<file path="config.mk">
export PLATFORM = sky130hd
export DESIGN_NAME = pipeexe_md_flat
export DESIGN_NICKNAME = d
export VERILOG_FILES = /design/src/rtl/pipeexe_md_if.sv /design/src/rtl/pipeexe_md.sv /design/src/flat_wrapper.sv
export SDC_FILE = /design/constraint.sdc
export NUM_CORES = 1
export LEC_CHECK = 0
export CORE_UTILIZATION = 51
export CTS_CLUSTER_DIAMETER = 150
export DETAILED_ROUTE_END_ITERATION = 8
export DONT_BUFFER_PORTS = 1
export PLACE_DENSITY_LB_ADDON = 0.2
export SLEW_MARGIN = 10
export SYNTH_ARGS = -nofsm -noshare
export SYNTH_HDL_FRONTEND = slang
export SYNTH_SLANG_ARGS = --single-unit
</file>
<file path="constraint.sdc">
create_clock -name clk -period 4.5 [get_ports clk]
set_input_delay 0.225 -clock clk [delete_from_list [all_inputs] [get_ports clk]]
set_output_delay 0.225 -clock clk [all_outputs]
set_load 0.01 [all_outputs]
</file>
<file path="src/rtl/pipeexe_md_if.sv">
// EX-stage bundle for pipeexe_md: decoded EX inputs in, stall and EX/MEM register out.
interface pipeexe_md_if #(
    parameter int WIDTH = 32,
    parameter int RW    = 5
);
    logic             ein_valid;
    logic [3:0]       ealuc;
    logic             ealuimm;
    logic             eshift;
    logic             ejal;
    logic [2:0]       emd;
    logic [WIDTH-1:0] ea;
    logic [WIDTH-1:0] eb;
    logic [WIDTH-1:0] eimm;
    logic [WIDTH-1:0] epc4;
    logic [RW-1:0]    ern0;
    logic             estall;
    logic [WIDTH-1:0] malu;
    logic [RW-1:0]    mrn;
    logic             mvalid;

    modport master (
        output ein_valid, ealuc, ealuimm, eshift, ejal, emd, ea, eb, eimm, epc4, ern0,
        input  estall, malu, mrn, mvalid
    );

    modport slave (
        input  ein_valid, ealuc, ealuimm, eshift, ejal, emd, ea, eb, eimm, epc4, ern0,
        output estall, malu, mrn, mvalid
    );
endinterface

</file>
<file path="src/rtl/pipeexe_md.sv">
// EX stage with ALU, EX/MEM pipeline register and an iterative unsigned multiply/divide unit.
// state | meaning
// IDLE  | no multiply/divide in flight; done flag marks a just-finished op
// BUSY  | one shift-add / restoring-subtract step per cycle, WIDTH steps
module pipeexe_md #(
    parameter int WIDTH = 32,
    parameter int RW    = 5
) (
    input  logic         clk,
    input  logic         clrn,
    pipeexe_md_if.slave  ex
);
    localparam int SW = $clog2(WIDTH);
    localparam int CW = SW + 1;

    typedef enum logic {IDLE, BUSY} state_t;

    state_t             state_q, state_d;
    logic               done_q, done_d;
    logic [CW-1:0]      cnt_q, cnt_d;
    logic [2*WIDTH-1:0] acc_q, acc_d;
    logic [WIDTH-1:0]   opb_q, opb_d;
    logic               div_q, div_d;
    logic [WIDTH-1:0]   hi_q, hi_d;
    logic [WIDTH-1:0]   lo_q, lo_d;
    logic [WIDTH-1:0]   malu_q, malu_d;
    logic [RW-1:0]      mrn_q, mrn_d;
    logic               mvalid_q, mvalid_d;

    logic               is_mul, is_div, is_md, start, estall;
    logic [WIDTH-1:0]   alua, alub, alu_res, result;
    logic [SW-1:0]      shamt;
    logic [RW-1:0]      dest;
    logic [WIDTH:0]     mul_sum, div_shift, div_diff;
    logic [2*WIDTH-1:0] step_next;

    always_comb begin
        is_mul = (ex.emd == 3'b001);
        is_div = (ex.emd == 3'b010);
        is_md  = is_mul | is_div;
        start  = ex.ein_valid & is_md & ~done_q;
        estall = start | (state_q == BUSY);

        alua  = ex.eshift ? ((ex.eimm >> 6) & WIDTH'(31)) : ex.ea;
        alub  = ex.ealuimm ? ex.eimm : ex.eb;
        shamt = alua[SW-1:0];

        alu_res = '0;
        case (ex.ealuc[2:0])
            3'b000:  alu_res = alua + alub;
            3'b100:  alu_res = alua - alub;
            3'b001:  alu_res = alua & alub;
            3'b101:  alu_res = alua | alub;
            3'b010:  alu_res = alua ^ alub;
            3'b110:  alu_res = alub << 16;
            3'b011:  alu_res = alub << shamt;
            3'b111:  alu_res = ex.ealuc[3] ? WIDTH'($signed(alub) >>> shamt) : (alub >> shamt);
            default: alu_res = '0;
        endcase

        result = alu_res;
        dest   = ex.ern0;
        if (ex.ejal) begin
            result = ex.epc4 + WIDTH'(4);
            dest   = '1;
        end else if (ex.emd == 3'b011) begin
            result = hi_q;
        end else if (ex.emd == 3'b100) begin
            result = lo_q;
        end

        // Multiply keeps {partial product, remaining multiplier}; divide keeps {remainder, quotient}.
        mul_sum   = {1'b0, acc_q[2*WIDTH-1:WIDTH]} + {1'b0, (acc_q[0] ? opb_q : '0)};
        div_shift = acc_q[2*WIDTH-1:WIDTH-1];
        div_diff  = div_shift - {1'b0, opb_q};
        if (!div_q)
            step_next = {mul_sum, acc_q[WIDTH-1:1]};
        else if (div_diff[WIDTH])
            step_next = {div_shift[WIDTH-1:0], acc_q[WIDTH-2:0], 1'b0};
        else
            step_next = {div_diff[WIDTH-1:0], acc_q[WIDTH-2:0], 1'b1};

        if (estall) begin
            malu_d   = malu_q;
            mrn_d    = '0;
            mvalid_d = 1'b0;
        end else begin
            malu_d   = result;
            mrn_d    = dest;
            mvalid_d = ex.ein_valid & ~is_md;
        end

        state_d = state_q;
        done_d  = estall ? done_q : 1'b0;
        cnt_d   = cnt_q;
        acc_d   = acc_q;
        opb_d   = opb_q;
        div_d   = div_q;
        hi_d    = hi_q;
        lo_d    = lo_q;
        case (state_q)
            IDLE: begin
                if (start) begin
                    state_d = BUSY;
                    cnt_d   = '0;
                    div_d   = is_div;
                    acc_d   = {{WIDTH{1'b0}}, (is_div ? ex.ea : ex.eb)};
                    opb_d   = is_div ? ex.eb : ex.ea;
                end
            end
            BUSY: begin
                acc_d = step_next;
                cnt_d = cnt_q + CW'(1);
                if (cnt_q == CW'(WIDTH - 1)) begin
                    hi_d    = step_next[2*WIDTH-1:WIDTH];
                    lo_d    = step_next[WIDTH-1:0];
                    state_d = IDLE;
                    done_d  = 1'b1;
                end
            end
            default: state_d = IDLE;
        endcase
    end

    always_ff @(posedge clk or negedge clrn) begin
        if (!clrn) begin
            state_q  <= IDLE;
            done_q   <= 1'b0;
            cnt_q    <= '0;
            acc_q    <= '0;
            opb_q    <= '0;
            div_q    <= 1'b0;
            hi_q     <= '0;
            lo_q     <= '0;
            malu_q   <= '0;
            mrn_q    <= '0;
            mvalid_q <= 1'b0;
        end else begin
            state_q  <= state_d;
            done_q   <= done_d;
            cnt_q    <= cnt_d;
            acc_q    <= acc_d;
            opb_q    <= opb_d;
            div_q    <= div_d;
            hi_q     <= hi_d;
            lo_q     <= lo_d;
            malu_q   <= malu_d;
            mrn_q    <= mrn_d;
            mvalid_q <= mvalid_d;
        end
    end

    assign ex.estall = estall;
    assign ex.malu   = malu_q;
    assign ex.mrn    = mrn_q;
    assign ex.mvalid = mvalid_q;
endmodule

</file>
<file path="src/flat_wrapper.sv">
// flat-port wrapper written by rule: the top's interface ports become plain ports
module pipeexe_md_flat 
#(
    parameter int WIDTH = 32,
    parameter int RW    = 5
)
  (clk, clrn, ex_ein_valid, ex_ealuc, ex_ealuimm, ex_eshift, ex_ejal, ex_emd, ex_ea, ex_eb, ex_eimm, ex_epc4, ex_ern0, ex_estall, ex_malu, ex_mrn, ex_mvalid);
  pipeexe_md_if #(.WIDTH(WIDTH), .RW(RW)) ex_i ();
  input  logic clk;
  input  logic clrn;
  input wire logic [$bits(ex_i.ein_valid)-1:0] ex_ein_valid;
  input wire logic [$bits(ex_i.ealuc)-1:0] ex_ealuc;
  input wire logic [$bits(ex_i.ealuimm)-1:0] ex_ealuimm;
  input wire logic [$bits(ex_i.eshift)-1:0] ex_eshift;
  input wire logic [$bits(ex_i.ejal)-1:0] ex_ejal;
  input wire logic [$bits(ex_i.emd)-1:0] ex_emd;
  input wire logic [$bits(ex_i.ea)-1:0] ex_ea;
  input wire logic [$bits(ex_i.eb)-1:0] ex_eb;
  input wire logic [$bits(ex_i.eimm)-1:0] ex_eimm;
  input wire logic [$bits(ex_i.epc4)-1:0] ex_epc4;
  input wire logic [$bits(ex_i.ern0)-1:0] ex_ern0;
  output wire logic [$bits(ex_i.estall)-1:0] ex_estall;
  output wire logic [$bits(ex_i.malu)-1:0] ex_malu;
  output wire logic [$bits(ex_i.mrn)-1:0] ex_mrn;
  output wire logic [$bits(ex_i.mvalid)-1:0] ex_mvalid;
  assign ex_i.ein_valid = ex_ein_valid;
  assign ex_i.ealuc = ex_ealuc;
  assign ex_i.ealuimm = ex_ealuimm;
  assign ex_i.eshift = ex_eshift;
  assign ex_i.ejal = ex_ejal;
  assign ex_i.emd = ex_emd;
  assign ex_i.ea = ex_ea;
  assign ex_i.eb = ex_eb;
  assign ex_i.eimm = ex_eimm;
  assign ex_i.epc4 = ex_epc4;
  assign ex_i.ern0 = ex_ern0;
  assign ex_estall = ex_i.estall;
  assign ex_malu = ex_i.malu;
  assign ex_mrn = ex_i.mrn;
  assign ex_mvalid = ex_i.mvalid;
  pipeexe_md #(.WIDTH(WIDTH), .RW(RW)) u_core (.clk(clk), .clrn(clrn), .ex(ex_i));
endmodule
</file>
==> metrics.md <==
| Metric | Value |
|---|---|
| Top FF cell, synth | dfrtp_1 |
| Number of cells produced by synthesis | about 2900 |
| Initial Utilization | 51.93% |
| Hold-fix buffers, CTS | 41 |
| Largest net degree at the start of global routing | roughly 210 |
| Worst Path Max Fanout | 35 |
| Syn-to-layout area delta | 7.992% |
| Worst setup EP type | flip-flop |
| Post-Synth XOR/XNOR Area | under 10% |
| Std-Cell Rows | 77 |
| Core ar. | 0.04432 mm2 |
| Clk slew on worst S/H paths | around 70 ps |
| Skew-Pair Late Insertion Delay | around 510 ps |
| Most frequent cells in the layout | nor2_1, a21oi_1, nand2_1 |
| Register area share after synthesis | 22.51% |
| Routed WL | between 90000 and 100000 um |
| Mux cell area share after synthesis | 16.16% |
| Most common cell after layout, fill and taps aside | nor2_1 |
| Worst vdd ir | ~650 uV |
| Syn nets | 3239 |
| Synth Register Bits | 207 |
| EDFF count, synth | 0 |
| H-tree depth | 1 |
| Failing checks | hold timing |
| Die ar. | 0.04598 mm2 |
| Vias per cell | 6.652 |
| Die Y-Extent | 214.4 um |
| CTS tree | yes |
| Initial antenna violation count | 2 |
| Post-detail-place hpwl | 72240 um |
| Worst R2R Path Depth | 15 |
| Clk sinks | around 210 |
| Actual slew at the worst max-slew pin | ~1100 ps |
| Leakage | 10.95 nW |
| Crit-path cells | inv_1 -> ha_1 -> inv_1 -> fa_1 -> a211oi_1 -> o21bai_1 -> o211ai_1 -> a21oi_1 -> o21ai_1 -> a31oi_1 -> xnor2_4 -> buf_12 -> mux2_1 -> a21oi_1 -> a21oi_1 |
| Residual DRC | 0 |
| Power Density | around 640 mW/mm2 |
| Synth Area in Adders | a little under a tenth |
| Max-cap violation count | 0 |
| Fillers | 4224 |
| Crit path launch type | flip-flop |
| Final worst-path cycle share | between 90% and 100% |
| Reg2reg setup slack | around 280 ps |
| RSZ-0062 raised after global routing | false |
| Final hold vios | a little over 200 |
| Post-synthesis async set-or-reset flop share | 100.0% |
| # IOs | about 190 |
| Crit path time final | around 4200 ps |
| Outcome | finished, violations left |
| PortBufs | 0 |
| Total number of vias | between 20000 and 25000 |
| Critical path class | reg -> reg |
| Mapped cell area | between 0.02 and 0.025 mm2 |
| Total Power | about 16 mW |
| WL per Instance | roughly 27 um |
| CTS buffer count | 21 |
| WP data arrival | ~4600 ps |
| Share of layout cells above drive strength 1 | 8.161% |
| Yosys top cell by area | dfrtp_1 |
| # setup viols final | 0 |
| CTS root buf | clkbuf_16 |
| Post-synthesis compound-gate area fraction | between 20% and 30% |
| Post-route ant nets | 0 |
| CP max stage delay | roughly 450 ps |
| GR Overflow Total | 0 |
| WP data required | between 4000 and 5000 ps |
| First-pass GRT wire length | between 100000 and 150000 um |
| Vias in the first global route | 21730 |
| Slew Limit Fails | 0 |
| Layout Nets | between 3000 and 4000 |
| Largest family of logic cells by synthesized area | compound AO/OA/AOI/OAI gates |
| Synth cell types | between 80 and 90 |
| Most used cell, CP | a21oi_1 |
| Worst reg2reg endpoint | u_core.hi_q[14]$_DFFE_PN0P_ |
| Max Freq | ~240 MHz |
| Slew HR | ~24% |
| YS warnings | 0 |
| Worst setup skew after layout | approximately 12 ps |
| Simple-gate share of the synthesized area | between 15 and 20% |
| Worst hold slack | -592.6 ps |
| Gpl congestion | between 1 and 1.5 |
| Final core utilization | roughly 56% |
| Resize count post-CTS | 0 |
| Die W | roughly 210 um |
| Mean post-synth cell area | between 7 and 8 um2 |
| Worst reg2reg path startpoint | u_core.acc_q[31]$_DFFE_PN0N_ |
| Detailed router's first-iteration violation count | between 2000 and 3000 |
| Hold crit path type | in -> async |
| Synth top area share | between 20% and 30% |
| Router iterations before antenna repair | 7 |
| Setup Buffers After CTS | 0 |
| Crit-path slowest cell | fa_1 |
| Number of antenna diodes | 0 |
| Largest cells by area after synthesis | dfrtp_1, mux2i_1, ha_1, a21oi_1, nor2_1 |
| Worst-case clock buffer depth | 3 |
| Tot GR Track Use | 40.05% |
-- layout make-up --
cell class / instances / area [um2] / share of cell area [%]
Tap cell: 592 / 740.7 / 2.980
Timing Repair Buffer: 129 / 1099 / 4.420
Clock buffer: 30 / 599.3 / 2.412
Clock inverter: 6 / 107.6 / 0.4330
Sequential cell: 207 / 5187 / 20.87
Inverter: 131 / 491.7 / 1.979
Multi-Input combinational cell: 2401 / 16630 / 66.90
-- critical path: cells and delay by family (launching register included) --
| kind | cells | cell delay [ps] |
|---|---|---|
| AO/OA/AOI/OAI | 8 | 1860 |
| adder cells (fa/ha/maj) | 2 | 680 |
| buffers and inverters | 3 | 540 |
| flip-flops | 1 | 400 |
| multiplexers | 1 | 350 |
| XOR/XNOR | 1 | 200 |
-- per-layer routing --
layer / up-vias / share of wire (%) / wire (um) / GRT usage, %
met5: - / 0.10 / 94 / 1.667
met4: 2 / 3.5 / 3327 / 11.79
met3: 158 / 11 / 10530 / 10.17
met2: 1209 / 42 / 39650 / 59.38
met1: 11350 / 43 / 40840 / 56.89
li1: 10540 / - / - / -
-- cells by family (layout without fill, tap and decap cells) --
| group | count (synthesis) | after routing |
|---|---|---|
| AOI/OAI and AO/OA | 899 | 899 |
| xor gates and xnor gates | 138 | 138 |
| adders and majority gates | 165 | 165 |
| buffers and inverters | 320 | 296 |
| DFF | 207 | 207 |
| muxes | 333 | 333 |
| and+or+nand+nor | 866 | 866 |
-- synthesized netlist by cell type, types with 7 or more instances --
master and count:
nor2_1 350, a21oi_1 326, nand2_1 262, mux2i_1 257
dfrtp_1 207, ha_1 162, o21ai_0 133, clkbuf_1 129
inv_1 116, xnor2_1 101, a211oi_1 75, nand3_1 55
a21o_1 41, and2_1 41, o211ai_1 41, a31oi_1 39
mux2_2 38, nor3_1 37, nand2b_1 36, xor2_1 36
o21ai_1 29, buf_2 26, o22ai_1 24, and3_1 23
buf_1 22, o221ai_1 21, a221oi_1 20, o21bai_1 20
mux2i_4 16, inv_2 14, mux2i_2 13, nand4_1 13
a211o_1 11, a311oi_1 11, o21a_1 11, o31ai_1 10
a221o_1 9, a22oi_1 9, a2111oi_0 8, a22o_1 8
nor2b_1 8, o2111ai_1 8, or3_1 8, mux4_2 7
-- registers in the layout, summed over array words and instances (netlist names) --
register	count
u_core.acc_q	64
u_core.cnt_q	6
u_core.div_q	1
u_core.done_q	1
u_core.ex.malu	32
u_core.ex.mrn	5
u_core.ex.mvalid	1
u_core.hi_q	32
u_core.lo_q	32
u_core.opb_q	32
u_core.state_q	1
-- worst max-delay path by stage --
stage	slack (ps)	startpoint	end
2_1_floorplan	-20	ex_ealuimm	u_core.ex.malu[31]$_DFFE_PN0P_
3_3_place_gp	230	ex_ealuimm	u_core.ex.malu[24]$_DFFE_PN0P_
3_5_place_dp	130	ex_ealuimm	u_core.ex.malu[24]$_DFFE_PN0P_
4_1_cts	400	u_core.opb_q[0]$_DFFE_PN0P_	u_core.hi_q[31]$_DFFE_PN0P_
5_1_grt	50	u_core.acc_q[31]$_DFFE_PN0N_	u_core.hi_q[14]$_DFFE_PN0P_
6_report	280	u_core.acc_q[31]$_DFFE_PN0N_	u_core.hi_q[14]$_DFFE_PN0P_
-- power by group --
group | switching (mW) | total [mW] | internal (mW)
Combinational | 5.99 | 10.4 | 4.42
Sequential | 0.954 | 3.65 | 2.70
Clock | 0.762 | 1.86 | 1.10
Total | 7.71 | 15.9 | 8.21
-- stage by stage --
| stage | area, um2 | instances | hold WS (ps) | TNS, ps | worst slack (ps) |
|---|---|---|---|---|---|
| CTS | 24840 | 3495 | -608.3 | 0 | 402.1 |
| floorplan | 23050 | 2928 | -70.59 | -18.66 | -18.66 |
| detailed placement | 23730 | 3418 | -65.62 | 0 | 134.8 |
| global route | 24850 | 3496 | -607.5 | 0 | 50.44 |
| finish | 24850 | 3496 | -592.6 | 0 | 276.9 |
| global placement | 23730 | 3418 | -66.81 | 0 | 227.7 |
Note: power is estimated with default switching activity, not from simulation.
